==> config.mk <==
export PLATFORM = sky130hd
export DESIGN_NAME = multicycle_control_unit
export DESIGN_NICKNAME = d
export VERILOG_FILES = /design/src/rtl/riscv_ctrl_pkg.sv /design/src/rtl/ctrl_decode.sv /design/src/rtl/multicycle_control_unit.sv
export SDC_FILE = /design/constraint.sdc
export NUM_CORES = 1
export LEC_CHECK = 0
export ABC_AREA = 1
export CORE_ASPECT_RATIO = 0.5
export CORE_MARGIN = 4
export CORE_UTILIZATION = 60
export DETAILED_ROUTE_END_ITERATION = 7
export DONT_BUFFER_PORTS = 1
export GPL_ROUTABILITY_DRIVEN = 0
export MAX_ROUTING_LAYER = met4
export PLACE_DENSITY = 0.77
export SYNTH_ARGS = -nofsm -noshare
export SYNTH_HDL_FRONTEND = slang
export SYNTH_SLANG_ARGS = --single-unit
==> constraint.sdc <==
create_clock -name clk -period 4.7 [get_ports clk]
set_clock_uncertainty 0.15 [all_clocks]
set_input_delay 1.41 -clock clk [delete_from_list [all_inputs] [get_ports clk]]
set_output_delay 1.41 -clock clk [all_outputs]
set_load 0.1 [all_outputs]
==> src/rtl/riscv_ctrl_pkg.sv <==
// Shared encodings for the multicycle control unit: opcodes, ALU/branch/writeback
// codes and the sequencer state type.
package riscv_ctrl_pkg;

    localparam logic [6:0] OPC_LOAD   = 7'b0000011;
    localparam logic [6:0] OPC_STORE  = 7'b0100011;
    localparam logic [6:0] OPC_BRANCH = 7'b1100011;
    localparam logic [6:0] OPC_JAL    = 7'b1101111;
    localparam logic [6:0] OPC_JALR   = 7'b1100111;
    localparam logic [6:0] OPC_LUI    = 7'b0110111;
    localparam logic [6:0] OPC_AUIPC  = 7'b0010111;
    localparam logic [6:0] OPC_OP     = 7'b0110011;
    localparam logic [6:0] OPC_OP_IMM = 7'b0010011;

    typedef enum logic [3:0] {
        ALU_ADD   = 4'd0,
        ALU_SUB   = 4'd1,
        ALU_AND   = 4'd2,
        ALU_OR    = 4'd3,
        ALU_XOR   = 4'd4,
        ALU_SLL   = 4'd5,
        ALU_SRL   = 4'd6,
        ALU_SRA   = 4'd7,
        ALU_SLT   = 4'd8,
        ALU_SLTU  = 4'd9,
        ALU_PASSB = 4'd10
    } alu_op_e;

    localparam logic [2:0] BR_NEVER  = 3'd0;
    localparam logic [2:0] BR_EQ     = 3'd1;
    localparam logic [2:0] BR_NE     = 3'd2;
    localparam logic [2:0] BR_LT     = 3'd3;
    localparam logic [2:0] BR_GE     = 3'd4;
    localparam logic [2:0] BR_LTU    = 3'd5;
    localparam logic [2:0] BR_GEU    = 3'd6;
    localparam logic [2:0] BR_ALWAYS = 3'd7;

    localparam logic [1:0] M2R_ALU = 2'd0;
    localparam logic [1:0] M2R_MEM = 2'd1;
    localparam logic [1:0] M2R_PC4 = 2'd2;

    typedef enum logic [2:0] {
        ST_FETCH,
        ST_DECODE,
        ST_EXECUTE,
        ST_MEM,
        ST_WRITEBACK,
        ST_TRAP
    } state_e;

    // alt selects SUB over ADD and SRA over SRL (instr bit 30).
    function automatic alu_op_e alu_from_funct(input logic [2:0] funct3, input logic alt);
        alu_op_e op;
        op = ALU_ADD;
        case (funct3)
            3'b000: op = alt ? ALU_SUB : ALU_ADD;
            3'b001: op = ALU_SLL;
            3'b010: op = ALU_SLT;
            3'b011: op = ALU_SLTU;
            3'b100: op = ALU_XOR;
            3'b101: op = alt ? ALU_SRA : ALU_SRL;
            3'b110: op = ALU_OR;
            3'b111: op = ALU_AND;
            default: op = ALU_ADD;
        endcase
        return op;
    endfunction

endpackage

==> src/rtl/ctrl_decode.sv <==
// Combinational instruction decode: opcode/funct fields to ALU controls,
// branch condition, instruction class and legality.
module ctrl_decode
    import riscv_ctrl_pkg::*;
(
    input  logic [6:0] opcode,
    input  logic [2:0] funct3,
    input  logic [6:0] funct7,
    output logic [3:0] alu_op,
    output logic       alu_a_src,
    output logic       alu_b_src,
    output logic [2:0] branch_cond,
    output logic       legal,
    output logic       branch_ok,
    output logic       is_load,
    output logic       is_store,
    output logic       is_branch,
    output logic       is_jal
);

    // Only instr bit 30 carries meaning for the supported instruction set.
    logic unused_funct7;
    assign unused_funct7 = ^{funct7[6], funct7[4:0]};

    always_comb begin
        alu_op      = ALU_ADD;
        alu_a_src   = 1'b0;
        alu_b_src   = 1'b0;
        branch_cond = BR_NEVER;
        legal       = 1'b1;
        branch_ok   = 1'b0;
        is_load     = 1'b0;
        is_store    = 1'b0;
        is_branch   = 1'b0;
        is_jal      = 1'b0;
        case (opcode)
            OPC_OP:     alu_op = alu_from_funct(funct3, funct7[5]);
            OPC_OP_IMM: begin
                alu_b_src = 1'b1;
                alu_op    = alu_from_funct(funct3, (funct3 == 3'b101) && funct7[5]);
            end
            OPC_LOAD: begin
                alu_b_src = 1'b1;
                is_load   = 1'b1;
            end
            OPC_STORE: begin
                alu_b_src = 1'b1;
                is_store  = 1'b1;
            end
            OPC_LUI: begin
                alu_b_src = 1'b1;
                alu_op    = ALU_PASSB;
            end
            OPC_AUIPC: begin
                alu_a_src = 1'b1;
                alu_b_src = 1'b1;
            end
            OPC_JAL:    is_jal = 1'b1;
            OPC_BRANCH: begin
                is_branch = 1'b1;
                branch_ok = 1'b1;
                case (funct3)
                    3'b000:  branch_cond = BR_EQ;
                    3'b001:  branch_cond = BR_NE;
                    3'b100:  branch_cond = BR_LT;
                    3'b101:  branch_cond = BR_GE;
                    3'b110:  branch_cond = BR_LTU;
                    3'b111:  branch_cond = BR_GEU;
                    default: branch_ok   = 1'b0;
                endcase
            end
            OPC_JALR:   legal = 1'b0;
            default:    legal = 1'b0;
        endcase
    end

endmodule

==> src/rtl/multicycle_control_unit.sv <==
// Multi-cycle sequencer for the RV32 datapath: steps each instruction through
// its phases, stretches IO accesses, traps on illegal opcodes or IO timeout.
//
// state        | meaning
// ST_FETCH     | wait for run, latch instruction register
// ST_DECODE    | opcode legality check
// ST_EXECUTE   | ALU operation; branches resolve and retire here
// ST_MEM       | data access, held until IO completes or times out
// ST_WRITEBACK | register write and pc commit
// ST_TRAP      | halted until reset
module multicycle_control_unit
    import riscv_ctrl_pkg::*;
#(
    parameter int IO_TIMEOUT = 16,
    parameter int CNT_W      = 32
) (
    input  logic             clk,
    input  logic             reset,
    input  logic             run,
    input  logic [6:0]       opcode,
    input  logic [2:0]       funct3,
    input  logic [6:0]       funct7,
    input  logic             is_io,
    input  logic             io_ready,
    output logic             ir_write_en,
    output logic             pc_write_en,
    output logic [2:0]       branch_cond,
    output logic             data_read_en,
    output logic             data_write_en,
    output logic             reg_write_en,
    output logic [1:0]       mem_to_reg,
    output logic             alu_a_src,
    output logic             alu_b_src,
    output logic [3:0]       alu_op,
    output logic             halted,
    output logic [CNT_W-1:0] instr_count
);

    localparam int IO_W = $clog2(IO_TIMEOUT + 1);

    state_e          state;
    logic [IO_W-1:0] io_cnt;
    logic            armed;
    logic            mem_done;

    logic [3:0] dec_alu_op;
    logic       dec_a_src;
    logic       dec_b_src;
    logic [2:0] dec_branch_cond;
    logic       dec_legal;
    logic       dec_branch_ok;
    logic       dec_is_load;
    logic       dec_is_store;
    logic       dec_is_branch;
    logic       dec_is_jal;

    ctrl_decode u_decode (
        .opcode      (opcode),
        .funct3      (funct3),
        .funct7      (funct7),
        .alu_op      (dec_alu_op),
        .alu_a_src   (dec_a_src),
        .alu_b_src   (dec_b_src),
        .branch_cond (dec_branch_cond),
        .legal       (dec_legal),
        .branch_ok   (dec_branch_ok),
        .is_load     (dec_is_load),
        .is_store    (dec_is_store),
        .is_branch   (dec_is_branch),
        .is_jal      (dec_is_jal)
    );

    assign mem_done = !is_io || io_ready;

    // armed keeps every control quiet for the first cycle after reset release.
    always_ff @(posedge clk or posedge reset) begin
        if (reset) begin
            state       <= ST_FETCH;
            io_cnt      <= '0;
            instr_count <= '0;
            armed       <= 1'b0;
        end else begin
            armed <= 1'b1;
            if (pc_write_en)
                instr_count <= instr_count + 1'b1;
            case (state)
                ST_FETCH:
                    if (armed && run)
                        state <= ST_DECODE;
                ST_DECODE:
                    state <= dec_legal ? ST_EXECUTE : ST_TRAP;
                ST_EXECUTE: begin
                    io_cnt <= '0;
                    if (dec_is_branch)
                        state <= dec_branch_ok ? ST_FETCH : ST_TRAP;
                    else if (dec_is_load || dec_is_store)
                        state <= ST_MEM;
                    else
                        state <= ST_WRITEBACK;
                end
                ST_MEM:
                    if (mem_done)
                        state <= dec_is_store ? ST_FETCH : ST_WRITEBACK;
                    else if (io_cnt == IO_W'(IO_TIMEOUT - 1))
                        state <= ST_TRAP;
                    else
                        io_cnt <= io_cnt + 1'b1;
                ST_WRITEBACK:
                    state <= ST_FETCH;
                ST_TRAP:
                    state <= ST_TRAP;
                default:
                    state <= ST_FETCH;
            endcase
        end
    end

    always_comb begin
        ir_write_en   = 1'b0;
        pc_write_en   = 1'b0;
        branch_cond   = BR_NEVER;
        data_read_en  = 1'b0;
        data_write_en = 1'b0;
        reg_write_en  = 1'b0;
        mem_to_reg    = M2R_ALU;
        alu_a_src     = 1'b0;
        alu_b_src     = 1'b0;
        alu_op        = 4'd0;
        halted        = 1'b0;
        if (armed) begin
            case (state)
                ST_FETCH:
                    ir_write_en = run;
                ST_EXECUTE: begin
                    alu_op    = dec_alu_op;
                    alu_a_src = dec_a_src;
                    alu_b_src = dec_b_src;
                    if (dec_is_branch && dec_branch_ok) begin
                        branch_cond = dec_branch_cond;
                        pc_write_en = 1'b1;
                    end
                end
                ST_MEM: begin
                    alu_op        = dec_alu_op;
                    alu_a_src     = dec_a_src;
                    alu_b_src     = dec_b_src;
                    data_read_en  = dec_is_load;
                    data_write_en = dec_is_store;
                    pc_write_en   = dec_is_store && mem_done;
                end
                ST_WRITEBACK: begin
                    alu_op       = dec_alu_op;
                    alu_a_src    = dec_a_src;
                    alu_b_src    = dec_b_src;
                    reg_write_en = 1'b1;
                    pc_write_en  = 1'b1;
                    mem_to_reg   = dec_is_load ? M2R_MEM : (dec_is_jal ? M2R_PC4 : M2R_ALU);
                    branch_cond  = dec_is_jal ? BR_ALWAYS : BR_NEVER;
                end
                ST_TRAP:
                    halted = 1'b1;
                default: ;
            endcase
        end
    end

endmodule
==> flow_metrics.env, run 1 <==
export IMPL_die_h_um=59.1
export IMPL_p_per_area_nw_per_um2=313
export IMPL_drt_pass1_iterations=5
export IMPL_grtUsageMet1=0.359
export IMPL_drt_iter0_markers=310
export IMPL_cp_slowest_stage_delay_ns=0.38
export IMPL_coreArea_um2=4980
export IMPL_syn_avg_cell_area_um2=6.18
export IMPL_end_kind="output pin"
export IMPL_p_switching_w=0.000499
export IMPL_wl_mm=8.09
export IMPL_netlist_top_cells_area="dfrtp_1 (33%), nand2_1 (25%), nor2_1 (9.2%)"
export IMPL_worst_path_most_repeated_cell="nand2_1"
export IMPL_antenna_cells=0
export IMPL_grt_pass1_vias=2976
export IMPL_maxSlewHeadroom=0.252
export IMPL_place_inst=587
export IMPL_met3_usage=0.0577
export IMPL_overflow=0
export IMPL_min_period_ns=4.29
export IMPL_busiest_layer="met2"
export IMPL_switching_share=0.441
export IMPL_slowest_stage="nor2_1"
export IMPL_hp_class="reg2reg"
export IMPL_cts_sinks=41
export IMPL_min_path_cells=1
export IMPL_viasPerCell=5.37
export IMPL_cts_resized=0
export IMPL_path_depth=6
export IMPL_vias=3198
export IMPL_critPathLaunchType="primary input"
export IMPL_dieArea_um2=6500
export IMPL_setup_tns_ns=0
export IMPL_postCtsHoldBufs=0
export IMPL_seqPwrFrac=0.475
export IMPL_clk_pin_slew_ns=0.08
export IMPL_fp_dieW_um=110
export IMPL_nets=549
export IMPL_final_max_slew_viol_count=0
export IMPL_syn2layout_area_growth_pct=15.6
export IMPL_power_w=0.00113
export IMPL_hold_viol=0
export IMPL_cpLargestDelayFamily="simple AND/OR/NAND/NOR gates"
export IMPL_synth_warning_count=0
export IMPL_worst_pin_slew_ns=1.12
export IMPL_status="complete, no violations"
export IMPL_arrival_ns=2.73
export IMPL_combinationalPowerShare=0.262
export IMPL_p_leak_nw=1.82
export IMPL_cts_path_max_buffers=2
export IMPL_io_pins=71
export IMPL_syn_num_nets=531
export IMPL_grt_first_pass_wirelength_mm=13.6
export IMPL_ys_seq_elements=41
export IMPL_crit_buf_inv=1
export IMPL_holdWs_ns=0.358
export IMPL_final_instance_count_excl_fill=595
export IMPL_yosysTopAreaCellShare=0.328
export IMPL_cts_buffers=5
export IMPL_tritoncts="yes"
export IMPL_fin_crit_sh=0.913
export IMPL_h_tree_depth=2
export IMPL_ant_nets=0
export IMPL_crit_chain="nand2_1 -> nor2_1 -> nand2_1 -> a211oi_1 -> and3_1 -> buf_12"
export IMPL_yosysSeqAreaShare=0.328
export IMPL_drive_gt1_frac=0.101
export IMPL_wl_per_cell_um=13.6
export IMPL_met2_usage=0.438
export IMPL_ys_types=29
export IMPL_synthCells=506
export IMPL_grt_max_degree=34
export IMPL_peakVddDrop_uv=251
export IMPL_insertion_delay_ns=0.30
export IMPL_cts_setup_buffers=0
export IMPL_antenna_found_initial=0
export IMPL_drc_errors=0
export IMPL_io_buffer_count=0
export IMPL_p_int_w=0.000633
export IMPL_start_util=0.628
export IMPL_fmax_ghz=0.233
export IMPL_final_setup_viol_count=0
export IMPL_max_cap_violations=0
export IMPL_crit_type="in2out"
export IMPL_worst_ep_required_time_ns=3.14
export IMPL_root_buffer="clkbuf_8"
export IMPL_rsz0062_at_grt="false"
export IMPL_rr_worst_depth=8
export IMPL_synth_area_leader_cell="dfrtp_1"
export IMPL_netlist_area_um2=3130
export IMPL_rows=18
export IMPL_crit_fanout=7
export IMPL_grt_total_usage=0.272
export IMPL_clockPowerShare=0.263
export IMPL_dp_hpwl_mm=6.06
export IMPL_utilization=0.726
[stage by stage]
step | setup slack [ns] | cell area (um^2)
finish | 0.409 | 3610
global route | 0.260 | 3610
CTS | 0.433 | 3610
detailed placement | 0.432 | 3500
global placement | 0.461 | 3500
floorplan | -0.159 | 3170
[kinds of logic after synthesis]
family,count (synthesis),synth area share
buf+inv,57,0.0800
xor+xnor,14,0.0392
simple gates,372,0.508
other cells,1,0.00120
compound gates,18,0.0320
flops,41,0.328
fa+ha+maj,3,0.0120
[power groups by stage]
stage	logic (W)	clock network (W)	registers [W]
2_1_floorplan	0.000243	0	0.000536
3_3_place_gp	0.000293	0	0.000544
3_5_place_dp	0.000297	0	0.000544
4_1_cts	0.000298	0.000302	0.000538
5_1_grt	0.000328	0.000317	0.000541
6_report	0.000297	0.000298	0.000537
[Yosys cell counts]
library cell    n
clkbuf_1        2
nor2_1         77
nor2_4          1
o31ai_1         2
buf_4           3
a211oi_1        1
nand3_1        48
nor3_1          7
nand2_1       212
ha_1            3
nor2_2          2
o22ai_1         2
inv_2           2
xor2_1          8
inv_1          45
nand2_2         2
nand2_4         2
nand4_1         2
a21oi_1         7
buf_6           3
dfrtp_1        41
buf_2           2
nand3b_1       15
conb_1          1
xnor2_1         6
o21ai_0         6
and3_1          1
nand3_2         2
nand3_4         1
[layout by cell type, fill, tap and decap left out, types with 3 or more instances in the layout]
| cell type | Yosys | final |
|---|---|---|
| nand2_1 | 212 | 212 |
| nor2_1 | 77 | 69 |
| nand3_1 | 48 | 48 |
| inv_1 | 45 | 45 |
| dfrtp_1 | 41 | 41 |
| nand3b_1 | 15 | 15 |
| buf_4 | 3 | 11 |
| nor2_2 | 2 | 10 |
| buf_12 | 0 | 10 |
| xor2_1 | 8 | 8 |
| a21oi_1 | 7 | 6 |
| o21ai_0 | 6 | 6 |
| xnor2_1 | 6 | 6 |
| clkbuf_8 | 0 | 6 |
| nor3_1 | 7 | 5 |
| ha_1 | 3 | 3 |
[worst reg2reg max path: stages (launching register included)]
cell,delay (ns)
dfrtp_1,1.02
ha_1,0.50
nand3_1,0.24
inv_1,0.20
nand2_1,0.13
nor2_1,0.19
xor2_1,0.16
nand3_1,0.09
nand2_1,0.07
[layout make-up]
cell class | count | area (um^2)
timing repair buffer | 21 | 283
clock inverter | 1 | 30.0
sequential | 41 | 1030
fill | 436 | 1360
multi-input combinational | 408 | 1930
inverter | 47 | 176
clock buffer | 7 | 86.3
tap | 70 | 87.6
[layer usage]
layer  share of wire  routed length (um)
met1            0.46                3720
met2            0.45                3630
met3           0.078                 630
met4           0.013                 108
met5               0                   0
[flip-flops by register name (all words and copies together), names as in the netlist]
name	cells
state	3
instr_count	32
armed	1
io_cnt	5
[worst paths after layout]
kind	start	end	slack, ns
worst max-delay path	opcode[1]	alu_op[0]	0.41
worst min-delay path	io_cnt[0]$_DFFE_PP0P_	io_cnt[0]$_DFFE_PP0P_	0.36
worst max register to register	instr_count[1]$_DFFE_PP0P_	instr_count[16]$_DFFE_PP0P_	1.89
worst min register to register	io_cnt[0]$_DFFE_PP0P_	io_cnt[0]$_DFFE_PP0P_	0.36
max in group asynchronous	reset	instr_count[7]$_DFFE_PP0P_	2.61
min in group asynchronous	reset	instr_count[20]$_DFFE_PP0P_	0.99
No activity file was read; power rests on OpenSTA's default activity.
==> run 2, diff against run 1 <==
==> constraint.sdc (replaced) <==
create_clock -name clk -period 4.7 [get_ports clk]
set_clock_uncertainty 0.15 [all_clocks]
set_input_delay 1.41 -clock clk [delete_from_list [all_inputs] [get_ports clk]]
set_output_delay 1.41 -clock clk [all_outputs]
set_load 0.05 [all_outputs]
==> run 2 against run 1 <==
Against the previous run:
- register-to-register slack improved by 0.42 ns
- first-iteration DRC count is 15% lower
- critical path depth unchanged
- clock-buffer cell count stayed put
- wire length is 3.2% lower
- maximum frequency is 1.3% higher
- hold slack worse by 0.0036 ns
- critical endpoint is now alu_op[3]
- clock power is essentially flat
- power down 8.5%
==> flow_metrics.env, run 2 (same netlist as run 1, synthesis figures left out) <==
export IMPL_antenna_cells=0
export IMPL_crit_fanout=7
export IMPL_drive_gt1_frac=0.0747
export IMPL_clk_pin_slew_ns=0.08
export IMPL_end_kind="output pin"
export IMPL_finalInstanceArea_um2=3430
export IMPL_holdWs_ns=0.355
export IMPL_setup_tns_ns=0
export IMPL_drt_pass1_iterations=4
export IMPL_p_leak_nw=1.77
export IMPL_maxSlewHeadroom=0.552
export IMPL_wl_per_cell_um=13.2
export IMPL_grt_first_pass_wirelength_mm=13.1
export IMPL_peakVddDrop_uv=225
export IMPL_h_tree_depth=2
export IMPL_min_from="io_cnt[0]$_DFFE_PP0P_"
export IMPL_r2r_start="instr_count[0]$_DFFE_PP0P_"
export IMPL_postCtsHoldBufs=0
export IMPL_dp_hpwl_mm=5.79
export IMPL_cts_sinks=41
export IMPL_cts_buffers=5
export IMPL_crit_type="in2out"
export IMPL_rsz0062_at_grt="false"
export IMPL_final_setup_viol_count=0
export IMPL_min_period_ns=4.24
export IMPL_max_cap_violations=0
export IMPL_io_buffer_count=0
export IMPL_hp_class="reg2reg"
export IMPL_largest_reg_flops=32
export IMPL_worst_pin_slew_ns=0.672
export IMPL_die_h_um=59.1
export IMPL_hold_viol=0
export IMPL_fp_dieW_um=110
export IMPL_whs_endpoint="io_cnt[0]$_DFFE_PP0P_"
export IMPL_vias=3160
export IMPL_insertion_delay_ns=0.30
export IMPL_drc_errors=0
export IMPL_antenna_found_initial=0
export IMPL_wl_mm=7.84
export IMPL_dieArea_um2=6500
export IMPL_arrival_ns=2.68
export IMPL_root_buffer="clkbuf_8"
export IMPL_syn2layout_area_growth_pct=9.60
export IMPL_reg_top3="instr_count x32, io_cnt x5, state x3"
export IMPL_r2r_setup_slack_ns=2.31
export IMPL_tritoncts="yes"
export IMPL_r2r_end="instr_count[16]$_DFFE_PP0P_"
export IMPL_grt_total_usage=0.264
export IMPL_worst_ep_required_time_ns=3.14
export IMPL_viasPerCell=5.34
export IMPL_critPathLaunchType="primary input"
export IMPL_registers_top_by_ff_count="instr_count"
export IMPL_status="complete, no violations"
export IMPL_io_pins=71
export IMPL_min_path_cells=1
export IMPL_utilization=0.689
export IMPL_drt_iter0_markers=263
export IMPL_start_util=0.628
export IMPL_cts_setup_buffers=0
export IMPL_ant_nets=0
export IMPL_nets=546
export IMPL_layout_common_cells="nand2_1 (212), nor2_1 (77), nand3_1 (48)"
export IMPL_coreArea_um2=4980
export IMPL_rr_worst_depth=8
export IMPL_cts_resized=0
export IMPL_fmax_ghz=0.236
export IMPL_place_area_um2=3310
export IMPL_rows=18
export IMPL_cts_path_max_buffers=2
export IMPL_fin_crit_sh=0.902
export IMPL_p_per_area_nw_per_um2=302
export IMPL_final_max_slew_viol_count=0
export IMPL_grt_max_degree=42
export IMPL_final_common_cell="nand2_1"
export IMPL_overflow=0
export IMPL_grt_pass1_vias=2857
## run 2: cell types whose count changed in the layout (fill, tap and decap cells not counted)
| cell | before | now |
|---|---|---|
| a21oi_1 | 6 | 7 |
| a21oi_2 | 1 | 0 |
| buf_12 | 10 | 2 |
| buf_4 | 11 | 16 |
| nor2_1 | 69 | 77 |
| nor2_2 | 10 | 2 |
| nor3_1 | 5 | 7 |
| nor3_4 | 2 | 0 |
| o31ai_2 | 0 | 2 |
| o31ai_4 | 2 | 0 |
## run 2: cell type report
cell class                      instances  area, um^2
Multi-Input combinational cell        408        1860
Fill cell                             469        1550
Sequential cell                        41        1030
Inverter                               47         176
Timing Repair Buffer                   18         160
Clock buffer                            7        86.3
Tap cell                               70        87.6
Clock inverter                          1        30.0
## run 2: report_power, final
group | switching, W | total (W) | internal (W) | leakage, nW
Combinational | 0.000177 | 0.000250 | 0.0000724 | 1.15
Clock | 0.000128 | 0.000301 | 0.000173 | 0.0585
Sequential | 0.000106 | 0.000484 | 0.000378 | 0.563
Total | 0.000411 | 0.00104 | 0.000624 | 1.77
## run 2: routing by layer
layer | vias to the layer above | track usage | share of wire
li1 | 1603 | - | -
met1 | 1428 | 0.348 | 0.47
met2 | 121 | 0.418 | 0.43
met3 | 8 | 0.0740 | 0.088
met4 | 0 | 0.0404 | 0.0080
met5 | - | - | 0
## run 2: worst max-delay path by stage
| stage | cells after the start | slack [ns] | start | end |
|---|---|---|---|---|
| 2_1_floorplan | 4 | 0.04 | opcode[1] | branch_cond[2] |
| 3_3_place_gp | 6 | 0.50 | opcode[1] | alu_op[3] |
| 3_5_place_dp | 6 | 0.50 | opcode[1] | alu_op[3] |
| 4_1_cts | 6 | 0.49 | opcode[1] | alu_op[3] |
| 5_1_grt | 6 | 0.29 | opcode[1] | alu_op[1] |
| 6_report | 6 | 0.46 | opcode[1] | alu_op[3] |
## run 2: stage by stage
stage               cells  setup WS [ns]  total power [W]
floorplan             506         0.0422         0.000691
global placement      584          0.501         0.000734
detailed placement    584          0.496         0.000739
CTS                   592          0.490          0.00104
global route          592          0.290          0.00110
finish                592          0.462          0.00104
## run 2: critical path: stages
cell and delay [ns]:
nand2_1 0.09, nor2_1 0.39, nand2_1 0.19, o21ai_0 0.20
nand2_1 0.07, inv_1 0.33
